[config.mk]
export PLATFORM = sky130hd
export DESIGN_NAME = vrf_access_ctrl_flat
export DESIGN_NICKNAME = d
export VERILOG_FILES = /design/src/rtl/vrf_access_ctrl_if.sv /design/src/rtl/vrf_access_ctrl.sv /design/src/flat_wrapper.sv
export SDC_FILE = /design/constraint.sdc
export NUM_CORES = 1
export LEC_CHECK = 0
export BUFFER_PORTS_ARGS = -buffer_cell sky130_fd_sc_hd__buf_2
export CORE_AREA = 2 2 141 143
export DETAILED_ROUTE_END_ITERATION = 7
export DIE_AREA = 0 0 143 145
export PLACE_DENSITY_LB_ADDON = 0.15
export SLEW_MARGIN = 20
export SYNTH_ARGS = -nofsm -noshare
export SYNTH_HDL_FRONTEND = slang
export SYNTH_SLANG_ARGS = --single-unit
[constraint.sdc]
create_clock -name clk_i -period 3.3 [get_ports clk_i]
set_clock_uncertainty 0.05 [all_clocks]
set_input_delay 0.33 -clock clk_i [delete_from_list [all_inputs] [get_ports clk_i]]
set_output_delay 0.33 -clock clk_i [all_outputs]
set_load 0.01 [all_outputs]
[src/rtl/vrf_access_ctrl_if.sv]
`default_nettype none
// ============================================================================
//  Module   : vrf_access_ctrl_if
//  Purpose  : Bundles the requester-side write/read/response channels and the
//             VRF-side write/read port of vrf_access_ctrl.
//  Modports : master - functional units plus VRF storage (environment side)
//             slave  - vrf_access_ctrl (controller side)
//  Signals  : wr_valid/wr_ready/wr_addr/wr_data/wr_be   write requests
//             rd_valid/rd_ready/rd_addr                  read requests
//             rsp_valid/rsp_ready/rsp_data               read responses
//             vrf_we/vrf_waddr/vrf_wdata/vrf_wbe         VRF write port
//             vrf_raddr/vrf_rdata                        VRF read ports
//  Revision : 1.0 - initial release
// ============================================================================
interface vrf_access_ctrl_if #(
    parameter int unsigned NrReadPorts  = 3,
    parameter int unsigned NrWritePorts = 2,
    parameter int unsigned NrWords      = 32,
    parameter int unsigned WordWidth    = 32
);
    localparam int unsigned c_ADDR_W = (NrWords > 1) ? $clog2(NrWords) : 1;
    localparam int unsigned c_NB     = WordWidth / 8;

    logic [NrWritePorts-1:0]                wr_valid;
    logic [NrWritePorts-1:0]                wr_ready;
    logic [NrWritePorts-1:0][c_ADDR_W-1:0]  wr_addr;
    logic [NrWritePorts-1:0][WordWidth-1:0] wr_data;
    logic [NrWritePorts-1:0][c_NB-1:0]      wr_be;

    logic [NrReadPorts-1:0]                 rd_valid;
    logic [NrReadPorts-1:0]                 rd_ready;
    logic [NrReadPorts-1:0][c_ADDR_W-1:0]   rd_addr;

    logic [NrReadPorts-1:0]                 rsp_valid;
    logic [NrReadPorts-1:0]                 rsp_ready;
    logic [NrReadPorts-1:0][WordWidth-1:0]  rsp_data;

    logic [c_ADDR_W-1:0]                    vrf_waddr;
    logic [WordWidth-1:0]                   vrf_wdata;
    logic                                   vrf_we;
    logic [c_NB-1:0]                        vrf_wbe;
    logic [NrReadPorts-1:0][c_ADDR_W-1:0]   vrf_raddr;
    logic [NrReadPorts-1:0][WordWidth-1:0]  vrf_rdata;

    modport master (
        output wr_valid, wr_addr, wr_data, wr_be,
        input  wr_ready,
        output rd_valid, rd_addr,
        input  rd_ready,
        input  rsp_valid, rsp_data,
        output rsp_ready,
        input  vrf_waddr, vrf_wdata, vrf_we, vrf_wbe, vrf_raddr,
        output vrf_rdata
    );

    modport slave (
        input  wr_valid, wr_addr, wr_data, wr_be,
        output wr_ready,
        input  rd_valid, rd_addr,
        output rd_ready,
        output rsp_valid, rsp_data,
        input  rsp_ready,
        output vrf_waddr, vrf_wdata, vrf_we, vrf_wbe, vrf_raddr,
        input  vrf_rdata
    );
endinterface
`default_nettype wire

[src/rtl/vrf_access_ctrl.sv]
`default_nettype none
// ============================================================================
//  Module   : vrf_access_ctrl
//  Purpose  : Initiator-side VRF access controller. Round-robin arbitrates
//             the write requesters onto the single VRF write port and gives
//             every read requester a registered, back-pressurable response
//             with write-first forwarding (uniform 1-cycle read latency).
//  Ports    : clk_i   - clock
//             rst_ni  - asynchronous active-low reset
//             bus     - vrf_access_ctrl_if.slave (requests, responses, VRF)
//  Revision : 1.0 - initial release
// ============================================================================
module vrf_access_ctrl #(
    parameter int unsigned NrReadPorts  = 3,
    parameter int unsigned NrWritePorts = 2,
    parameter int unsigned NrWords      = 32,
    parameter int unsigned WordWidth    = 32
) (
    input  wire logic          clk_i,
    input  wire logic          rst_ni,
    vrf_access_ctrl_if.slave   bus
);
    localparam int unsigned c_ADDR_W = (NrWords > 1) ? $clog2(NrWords) : 1;
    localparam int unsigned c_NB     = WordWidth / 8;
    localparam int unsigned c_RR_W   = (NrWritePorts > 1) ? $clog2(NrWritePorts) : 1;
    localparam logic [c_RR_W-1:0] c_RR_LAST = c_RR_W'(NrWritePorts - 1);

    // ------------------------------------------------------------------
    // Write arbitration
    // ------------------------------------------------------------------
    logic [c_RR_W-1:0]        r_rr;
    logic                     w_gnt_found;
    logic [c_RR_W-1:0]        w_gnt_idx;
    int unsigned              w_cand;
    logic                     w_we;
    logic [NrWritePorts-1:0]  w_wr_ready;
    logic [c_ADDR_W-1:0]      w_waddr;
    logic [WordWidth-1:0]     w_wdata;
    logic [c_NB-1:0]          w_wbe;

    // First valid requester found when scanning upward from r_rr, wrapping.
    always_comb begin
        w_gnt_found = 1'b0;
        w_gnt_idx   = '0;
        w_cand      = 0;
        for (int unsigned k = 0; k < NrWritePorts; k++) begin
            w_cand = (32'(r_rr) + k) % NrWritePorts;
            if (!w_gnt_found && bus.wr_valid[c_RR_W'(w_cand)]) begin
                w_gnt_found = 1'b1;
                w_gnt_idx   = c_RR_W'(w_cand);
            end
        end
    end

    // Gating with rst_ni keeps the write port quiet while reset is held, so
    // nothing half-granted reaches the VRF around reset release.
    assign w_we = w_gnt_found & rst_ni;

    always_comb begin
        w_wr_ready = '0;
        w_waddr    = '0;
        w_wdata    = '0;
        w_wbe      = '0;
        if (w_we) begin
            w_wr_ready[w_gnt_idx] = 1'b1;
            w_waddr               = bus.wr_addr[w_gnt_idx];
            w_wdata               = bus.wr_data[w_gnt_idx];
            w_wbe                 = bus.wr_be[w_gnt_idx];
        end
    end

    always_ff @(posedge clk_i or negedge rst_ni) begin
        if (!rst_ni) begin
            r_rr <= '0;
        end else if (w_we) begin
            r_rr <= (w_gnt_idx == c_RR_LAST) ? '0 : w_gnt_idx + 1'b1;
        end
    end

    // ------------------------------------------------------------------
    // Read path
    // ------------------------------------------------------------------
    logic [NrReadPorts-1:0]                r_rsp_valid;
    logic [NrReadPorts-1:0][WordWidth-1:0] r_rsp_data;
    logic [NrReadPorts-1:0]                w_rd_ready;
    logic [NrReadPorts-1:0]                w_rd_accept;
    logic [NrReadPorts-1:0][WordWidth-1:0] w_merge;

    always_comb begin
        w_rd_ready  = '0;
        w_rd_accept = '0;
        w_merge     = '0;
        for (int p = 0; p < NrReadPorts; p++) begin
            // Slot is free when empty or being drained this cycle.
            w_rd_ready[p]  = rst_ni & (~r_rsp_valid[p] | bus.rsp_ready[p]);
            w_rd_accept[p] = bus.rd_valid[p] & w_rd_ready[p];
            // The VRF only shows this cycle's write after the edge, so
            // enabled bytes of a same-address write are forwarded here.
            w_merge[p]     = bus.vrf_rdata[p];
            for (int b = 0; b < c_NB; b++) begin
                if (w_we && (w_waddr == bus.rd_addr[p]) && w_wbe[b]) begin
                    w_merge[p][8*b +: 8] = w_wdata[8*b +: 8];
                end
            end
        end
    end

    always_ff @(posedge clk_i or negedge rst_ni) begin
        if (!rst_ni) begin
            r_rsp_valid <= '0;
            r_rsp_data  <= '0;
        end else begin
            for (int p = 0; p < NrReadPorts; p++) begin
                if (w_rd_accept[p]) begin
                    r_rsp_valid[p] <= 1'b1;
                    r_rsp_data[p]  <= w_merge[p];
                end else if (bus.rsp_ready[p]) begin
                    r_rsp_valid[p] <= 1'b0;
                end
            end
        end
    end

    // ------------------------------------------------------------------
    // Outputs
    // ------------------------------------------------------------------
    assign bus.wr_ready  = w_wr_ready;
    assign bus.vrf_we    = w_we;
    assign bus.vrf_waddr = w_waddr;
    assign bus.vrf_wdata = w_wdata;
    assign bus.vrf_wbe   = w_wbe;
    assign bus.vrf_raddr = bus.rd_addr;
    assign bus.rd_ready  = w_rd_ready;
    assign bus.rsp_valid = r_rsp_valid;
    assign bus.rsp_data  = r_rsp_data;
endmodule
`default_nettype wire

[src/flat_wrapper.sv]
// flat-port wrapper written by rule: the top's interface ports become plain ports
module vrf_access_ctrl_flat 
#(
    parameter int unsigned NrReadPorts  = 3,
    parameter int unsigned NrWritePorts = 2,
    parameter int unsigned NrWords      = 32,
    parameter int unsigned WordWidth    = 32
)
  (clk_i, rst_ni, bus_wr_valid, bus_wr_addr, bus_wr_data, bus_wr_be, bus_wr_ready, bus_rd_valid, bus_rd_addr, bus_rd_ready, bus_rsp_valid, bus_rsp_data, bus_rsp_ready, bus_vrf_waddr, bus_vrf_wdata, bus_vrf_we, bus_vrf_wbe, bus_vrf_raddr, bus_vrf_rdata);
  vrf_access_ctrl_if #(.NrReadPorts(NrReadPorts), .NrWritePorts(NrWritePorts), .NrWords(NrWords), .WordWidth(WordWidth)) bus_i ();
  input  wire logic clk_i;
  input  wire logic rst_ni;
  input wire logic [$bits(bus_i.wr_valid)-1:0] bus_wr_valid;
  input wire logic [$bits(bus_i.wr_addr)-1:0] bus_wr_addr;
  input wire logic [$bits(bus_i.wr_data)-1:0] bus_wr_data;
  input wire logic [$bits(bus_i.wr_be)-1:0] bus_wr_be;
  output wire logic [$bits(bus_i.wr_ready)-1:0] bus_wr_ready;
  input wire logic [$bits(bus_i.rd_valid)-1:0] bus_rd_valid;
  input wire logic [$bits(bus_i.rd_addr)-1:0] bus_rd_addr;
  output wire logic [$bits(bus_i.rd_ready)-1:0] bus_rd_ready;
  output wire logic [$bits(bus_i.rsp_valid)-1:0] bus_rsp_valid;
  output wire logic [$bits(bus_i.rsp_data)-1:0] bus_rsp_data;
  input wire logic [$bits(bus_i.rsp_ready)-1:0] bus_rsp_ready;
  output wire logic [$bits(bus_i.vrf_waddr)-1:0] bus_vrf_waddr;
  output wire logic [$bits(bus_i.vrf_wdata)-1:0] bus_vrf_wdata;
  output wire logic [$bits(bus_i.vrf_we)-1:0] bus_vrf_we;
  output wire logic [$bits(bus_i.vrf_wbe)-1:0] bus_vrf_wbe;
  output wire logic [$bits(bus_i.vrf_raddr)-1:0] bus_vrf_raddr;
  input wire logic [$bits(bus_i.vrf_rdata)-1:0] bus_vrf_rdata;
  assign bus_i.wr_valid = bus_wr_valid;
  assign bus_i.wr_addr = bus_wr_addr;
  assign bus_i.wr_data = bus_wr_data;
  assign bus_i.wr_be = bus_wr_be;
  assign bus_wr_ready = bus_i.wr_ready;
  assign bus_i.rd_valid = bus_rd_valid;
  assign bus_i.rd_addr = bus_rd_addr;
  assign bus_rd_ready = bus_i.rd_ready;
  assign bus_rsp_valid = bus_i.rsp_valid;
  assign bus_rsp_data = bus_i.rsp_data;
  assign bus_i.rsp_ready = bus_rsp_ready;
  assign bus_vrf_waddr = bus_i.vrf_waddr;
  assign bus_vrf_wdata = bus_i.vrf_wdata;
  assign bus_vrf_we = bus_i.vrf_we;
  assign bus_vrf_wbe = bus_i.vrf_wbe;
  assign bus_vrf_raddr = bus_i.vrf_raddr;
  assign bus_i.vrf_rdata = bus_vrf_rdata;
  vrf_access_ctrl #(.NrReadPorts(NrReadPorts), .NrWritePorts(NrWritePorts), .NrWords(NrWords), .WordWidth(WordWidth)) u_core (.clk_i(clk_i), .rst_ni(rst_ni), .bus(bus_i));
endmodule
* After elaboration in Yosys (flattened, before gate mapping)
Cells that the tools add are included.
Storage, ports and cells: flip-flop bits (word level) 100, output and inout bits 161, word-level logic and storage cells 89
Cells by class: reductions and logical operators 21, eq/ne operators 3, add/sub/neg operators 2, bitwise logic cells 13, $lt $le $gt $ge 4, multiplexer cells 39
Operators by type and width (number):
- two-way mux 32 bit | 3
- two-way mux 8 bit | 12
- logical AND 1 bit | 17
- two-way mux 1 bit | 16
- equality test 5 bit | 3
- two-way mux 5 bit | 3
- two-way mux 4 bit | 3
- AND 1 bit | 7
- less-than comparator 1 x 2 -> 1 bit, second input constant | 3
- nonzero test 2 bit | 3
- inverter 1 bit | 3
- bitwise OR 1 bit | 3
- adder 1 bit, second input constant | 2
- two-way mux 2 bit | 1
- demux 1 bit (select 1 bit) | 1
- >= comparator 1 bit, second input constant | 1
- zero test 1 bit | 1

* Longest topological paths before layout
word-level depth 13, gate-level depth with buffers 9, depth with buffers taken out 6

* Worst setup path after synthesis
OpenSTA, ideal clock, no wires.
path kind register -> register, start point register u_core.r_rr, end point register u_core.r_rsp_data, in the netlist u_core.bus.rsp_data[90], setup slack 1.000 ns, data arrival time 2.127 ns, setup time 0.123 ns, buffers on the path 2, cell stages (with the launch flop) 9, path through dfrtp_1 -> a21boi_4 -> o2111ai_1 -> a2111oi_4 -> o2111ai_4 -> or2_1 -> buf_6 -> buf_6 -> o221a_2
On the way: word-level cells in the longest chain between the ends 13, elaborated cells on any way between the ends 25
Ends and longest elaborated chain:
- start: declaration | RTL line vrf_access_ctrl.sv:31 | logic [c_RR_W-1:0] r_rr;
- start signal: assignment | RTL line vrf_access_ctrl.sv:76 | r_rr <= (w_gnt_idx == c_RR_LAST) ? '0 : w_gnt_idx + 1'b1;
- two-way mux 1 bit (not written as such) (2 in a row) | RTL line vrf_access_ctrl.sv:48 | if (!w_gnt_found && bus.wr_valid[c_RR_W'(w_cand)]) begin
- two-way mux 1 bit | RTL line vrf_access_ctrl.sv:48
- zero test 1 bit | RTL line vrf_access_ctrl.sv:48
- logical AND 1 bit | RTL line vrf_access_ctrl.sv:48
- two-way mux 1 bit | RTL line vrf_access_ctrl.sv:48
- two-way mux 5 bit (not written as such) (2 in a row) | RTL line vrf_access_ctrl.sv:66 | w_waddr = bus.wr_addr[w_gnt_idx];
- two-way mux 5 bit | RTL line vrf_access_ctrl.sv:64 | if (w_we) begin
- equality test 5 bit | RTL line vrf_access_ctrl.sv:101 | if (w_we && (w_waddr == bus.rd_addr[p]) && w_wbe[b]) begin
- logical AND 1 bit (2 in a row) | RTL line vrf_access_ctrl.sv:101
- two-way mux 8 bit * | RTL line vrf_access_ctrl.sv:101
- end signal: indexed assignment | RTL line vrf_access_ctrl.sv:116 | r_rsp_data[p] <= w_merge[p];
- end: declaration | RTL line vrf_access_ctrl.sv:84 | logic [NrReadPorts-1:0][WordWidth-1:0] r_rsp_data;
Every way passes the cells marked *; elsewhere a longest branch is shown, timed or not. The select of a mux whose other input is x is not followed. A chain may end at the register's enable or synchronous reset.

* Final worst setup path
start point input port rst_ni, end point output port bus_vrf_wbe[3]
On the way: word-level cells in the longest chain between the ends 2
Ends and longest elaborated chain:
- start: declaration | RTL line flat_wrapper.sv:12 | input wire logic rst_ni;
- AND 1 bit | RTL line vrf_access_ctrl.sv:57 | assign w_we = w_gnt_found & rst_ni;
- two-way mux 4 bit | RTL line vrf_access_ctrl.sv:64
- end: declaration | RTL line flat_wrapper.sv:27 | output wire logic [$bits(bus_i.vrf_wbe)-1:0] bus_vrf_wbe;
No other way between the ends.

==> results.json <==
{
  "comb_power_share_pct": 30.8,
  "synth_top_family_by_area": "compound AO/OA/AOI/OAI gates",
  "final_util_pct": 41.98,
  "cts_num_sinks": 100,
  "max-slew-margin-rel_pct": 32.70,
  "hold_slack_ns": 0.1669,
  "fp.dieArea_sq_um": 20740,
  "sequentialPowerShare_pct": 40.7,
  "ys_seq_area_share_pct": 43.75,
  "cts.root.buffer_cell": "clkbuf_16",
  "yosys_top_cell_area_share_pct": 43.75,
  "design.core.area_sq_um": 19210,
  "worstSetupPathDepth": 8,
  "timing.setup.tns_ns": 0,
  "die_h_um": 145,
  "synthToLayoutAreaGrowth_pct": 40.98,
  "timing.reg2reg.worst_path_depth": 7,
  "hold_violations": 0,
  "synth.area.mux_share_pct": 0.3500,
  "seqCellArea_sq_um": 2502,
  "crit_buf_inv": 6,
  "synth_seq_cells": 100,
  "worstPathCellList": "dlygate4sd3_1, buf_4, and2_2, buf_4, buf_4, a22oi_2, inv_1, buf_2",
  "leakagePower_nw": 4.173,
  "timing.hold.worst.class": "in -> reg",
  "floorplan.io_pins": 364,
  "globalplace.congestion": 0.8513,
  "clk_latency_ns": 0.35,
  "global_route_wire_length_before_repair_um": 35260,
  "cpMostUsedCell": "buf_4",
  "drive_above_1_share_pct": 48.08,
  "crit_type": "in -> out",
  "cts_buffers": 9,
  "setup-violations-final": 0,
  "layout.cells.non_filler": 1232,
  "number_of_antenna_violations_at_the_first_check_in_global_routing": 3,
  "timing.critical_path.slowest_cell_delay_ns": 0.54,
  "synth-simple-area-share_pct": 14.68,
  "path_max_fanout": 28,
  "detail_route.first_pass.iterations": 4,
  "timing_worst_slew_pin_value_ns": 1.005,
  "final_period_minus_worst_setup_slack_ns": 2.991,
  "floorplan_row_count": 51,
  "dp_cells": 1213,
  "total_power_mw": 3.761,
  "worst_case_clock_buffer_depth": 2,
  "synth_top_cell_by_area": "dfrtp_1",
  "unrepaired_setup_endpoints_after_global_routing": "no",
  "cp-end-kind": "primary output",
  "start_util_pct": 29.78,
  "syn_nets": 820,
  "post_synth_fa_ha_maj_area_fraction_pct": 0,
  "buffer_ports.inserted": 363,
  "synth_top_cells_by_area": "dfrtp_1, a221oi_1, inv_1",
  "run_status": "finished clean",
  "power_switching_share_pct": 33.54,
  "hold_depth": 3,
  "first_global_vias": 6110,
  "route.detailed.drc": 0,
  "maxCapViolCount": 0,
  "fin_nets": 1163,
  "cts_tree": "yes",
  "drt_first_iter_violations": 315,
  "post_synth_xor_area_fraction_pct": 0,
  "vdd_drop_max_uv": 236.4,
  "synth.cell_area_sq_um": 5719,
  "detail_route.vias_per_cell": 4.938,
  "dp_hpwl_um": 18080,
  "internal_power_mw": 2.500,
  "groute.usage.overall_pct": 22.25,
  "multi_input_area_sq_um": 2512,
  "cts_htree_levels": 3,
  "arrival_ns": 2.61,
  "mean_routed_wirelength_per_cell_um": 19.08,
  "cts.reportedPaths.clkPinSlew_ns": 0.08,
  "power_per_cell_area_nw_per_um2": 466.5,
  "avgSynthCellArea_sq_um": 9.269,
  "synth_compound_gate_area_share_pct": 28.59,
  "synthesis.yosys.warnings": 0,
  "antenna_left": 0,
  "family_with_the_most_delay_on_the_worst_path": "buffers and inverters",
  "syn-instance-count": 617,
  "report.final.slew_viol_count": 0,
  "maximum_number_of_pins_on_one_net_before_global_route_repair": 53,
  "power.clock.fraction_pct": 28.5,
  "fill_cells": 1956,
  "start_kind": "primary input",
  "cp_data_required_time_ns": 2.92,
  "dr_total_vias": 6083,
  "grt_overflow_total": 0,
  "final_min_period_over_clock_period_pct": 90.62,
  "wirelength_um": 23510,
  "die_width_um": 143,
  "critical-path-slowest-cell": "dlygate4sd3_1",
  "synth.lib_cells_used.distinct": 47,
  "fmax_ghz": 0.3344,
  "net_load_switching_power_mw": 1.261
}
area by class of cell:
type                    instances  share of cell area (%)
diodes                          2                 0.06207
clock buffers                  10                   2.964
clock inverters                 6                  0.6363
inverters                     111                   5.168
multi-input cells             354                   31.16
flip-flops and latches        100                   31.04
well taps                     265                   4.112
repair buffers                384                   24.86
flip-flops by register name (all words and copies together) (netlist names):
signal and count:
u_core.bus.rsp_data 96, u_core.r_rr 1, u_core.bus.rsp_valid 3
worst reg2reg max path: cells and delay by family (launching register included):
family | cells | cell delay [ns]
flops | 1 | 0.43
simple gates | 2 | 1.10
compound gates | 4 | 0.99
buf+inv | 1 | 0.25
cell usage after synthesis (all sizes together):
| cell | count |
|---|---|
| a21boi | 1 |
| and4 | 1 |
| o221ai | 1 |
| a32o | 1 |
| a2111oi | 1 |
| and2b | 1 |
| nand3 | 2 |
| o21ai | 5 |
| dfrtp | 100 |
| buf | 34 |
| a22o | 33 |
| a21oi | 3 |
| nand2 | 14 |
| a32oi | 6 |
| and2 | 10 |
| a221oi | 66 |
| a31oi | 8 |
| o22ai | 3 |
| a22oi | 5 |
| o221a | 33 |
| clkbuf | 18 |
| and3 | 9 |
| o21bai | 1 |
| a21o | 1 |
| inv | 111 |
| nand2b | 9 |
| o2111ai | 3 |
| or2 | 33 |
| nand4 | 1 |
| nor4b | 1 |
| nor2 | 97 |
| mux2i | 2 |
| a211oi | 2 |
| o21a | 1 |
power by group through the flow:
stage               Sequential, mW  Combinational (mW)  Clock, mW
floorplan                     1.64               0.508          0
global placement              1.56                1.16          0
detailed placement            1.55                1.17          0
CTS                           1.53                1.17       1.10
global route                  1.56                1.27       1.15
finish                        1.53                1.16       1.07
metal layers:
metal | routed length, um | GRT usage (%) | vias up
met2 | 11720 | 38.52 | 266
met1 | 9794 | 27.77 | 2914
met4 | 503 | 7.277 | 2
met5 | 13 | 0 | -
met3 | 1480 | 3.993 | 30
li1 | - | - | 2871
metrics by stage:
stage | area, sq um | worst slack [ns]
after floorplan | 5719 | 0.9999
after global routing | 8063 | 0.09381
final | 8063 | 0.3094
after global placement | 7750 | 0.4014
after detailed placement | 7750 | 0.2913
after CTS | 8050 | 0.1650
final timing paths:
check / start / endpoint / slack [ns]
worst min-delay path: bus_vrf_rdata[59] / u_core.bus.rsp_data[59] / 0.17
worst max-delay path: rst_ni / bus_vrf_wbe[3] / 0.31
worst max register to register: u_core.r_rr / u_core.bus.rsp_data[47] / 0.32
min in group asynchronous: rst_ni / u_core.r_rr / 0.34
worst min register to register: u_core.bus.rsp_valid[1] / u_core.bus.rsp_valid[1] / 0.47
max in group asynchronous: rst_ni / u_core.bus.rsp_data[11] / 1.89
placed cells by master (no fill, tap or decap), types with 6 or more instances in the layout:
cell and instances:
a221oi_1 66, and2_1 9, buf_4 19, nand2b_1 9
inv_1 111, and3_1 7, nor2_1 96, a32oi_1 6
dfrtp_1 100, or2_2 32, o221a_2 16, clkbuf_16 9
nand2_1 14, a31oi_1 7, o221a_1 17, a22o_1 33
buf_2 362
timing repair:
action | 4_1_cts | 5_1_grt
gates resized for setup | 0 | 1
hold endpoints to repair | 2 | 0
setup endpoints to repair | 0 | 8
hold buffers | 1 | 0
buffers inserted | 0 | 0
logic make-up (layout without fill, tap and decap cells):
| family | count (synthesis) | in the layout |
|---|---|---|
| AO/OA/AOI/OAI | 174 | 174 |
| buffers and inverters | 163 | 511 |
| AND/OR/NAND/NOR | 178 | 178 |
| flip-flops | 100 | 100 |
| other | 0 | 2 |
| multiplexers | 2 | 2 |
No activity file was read; power rests on OpenSTA's default activity.
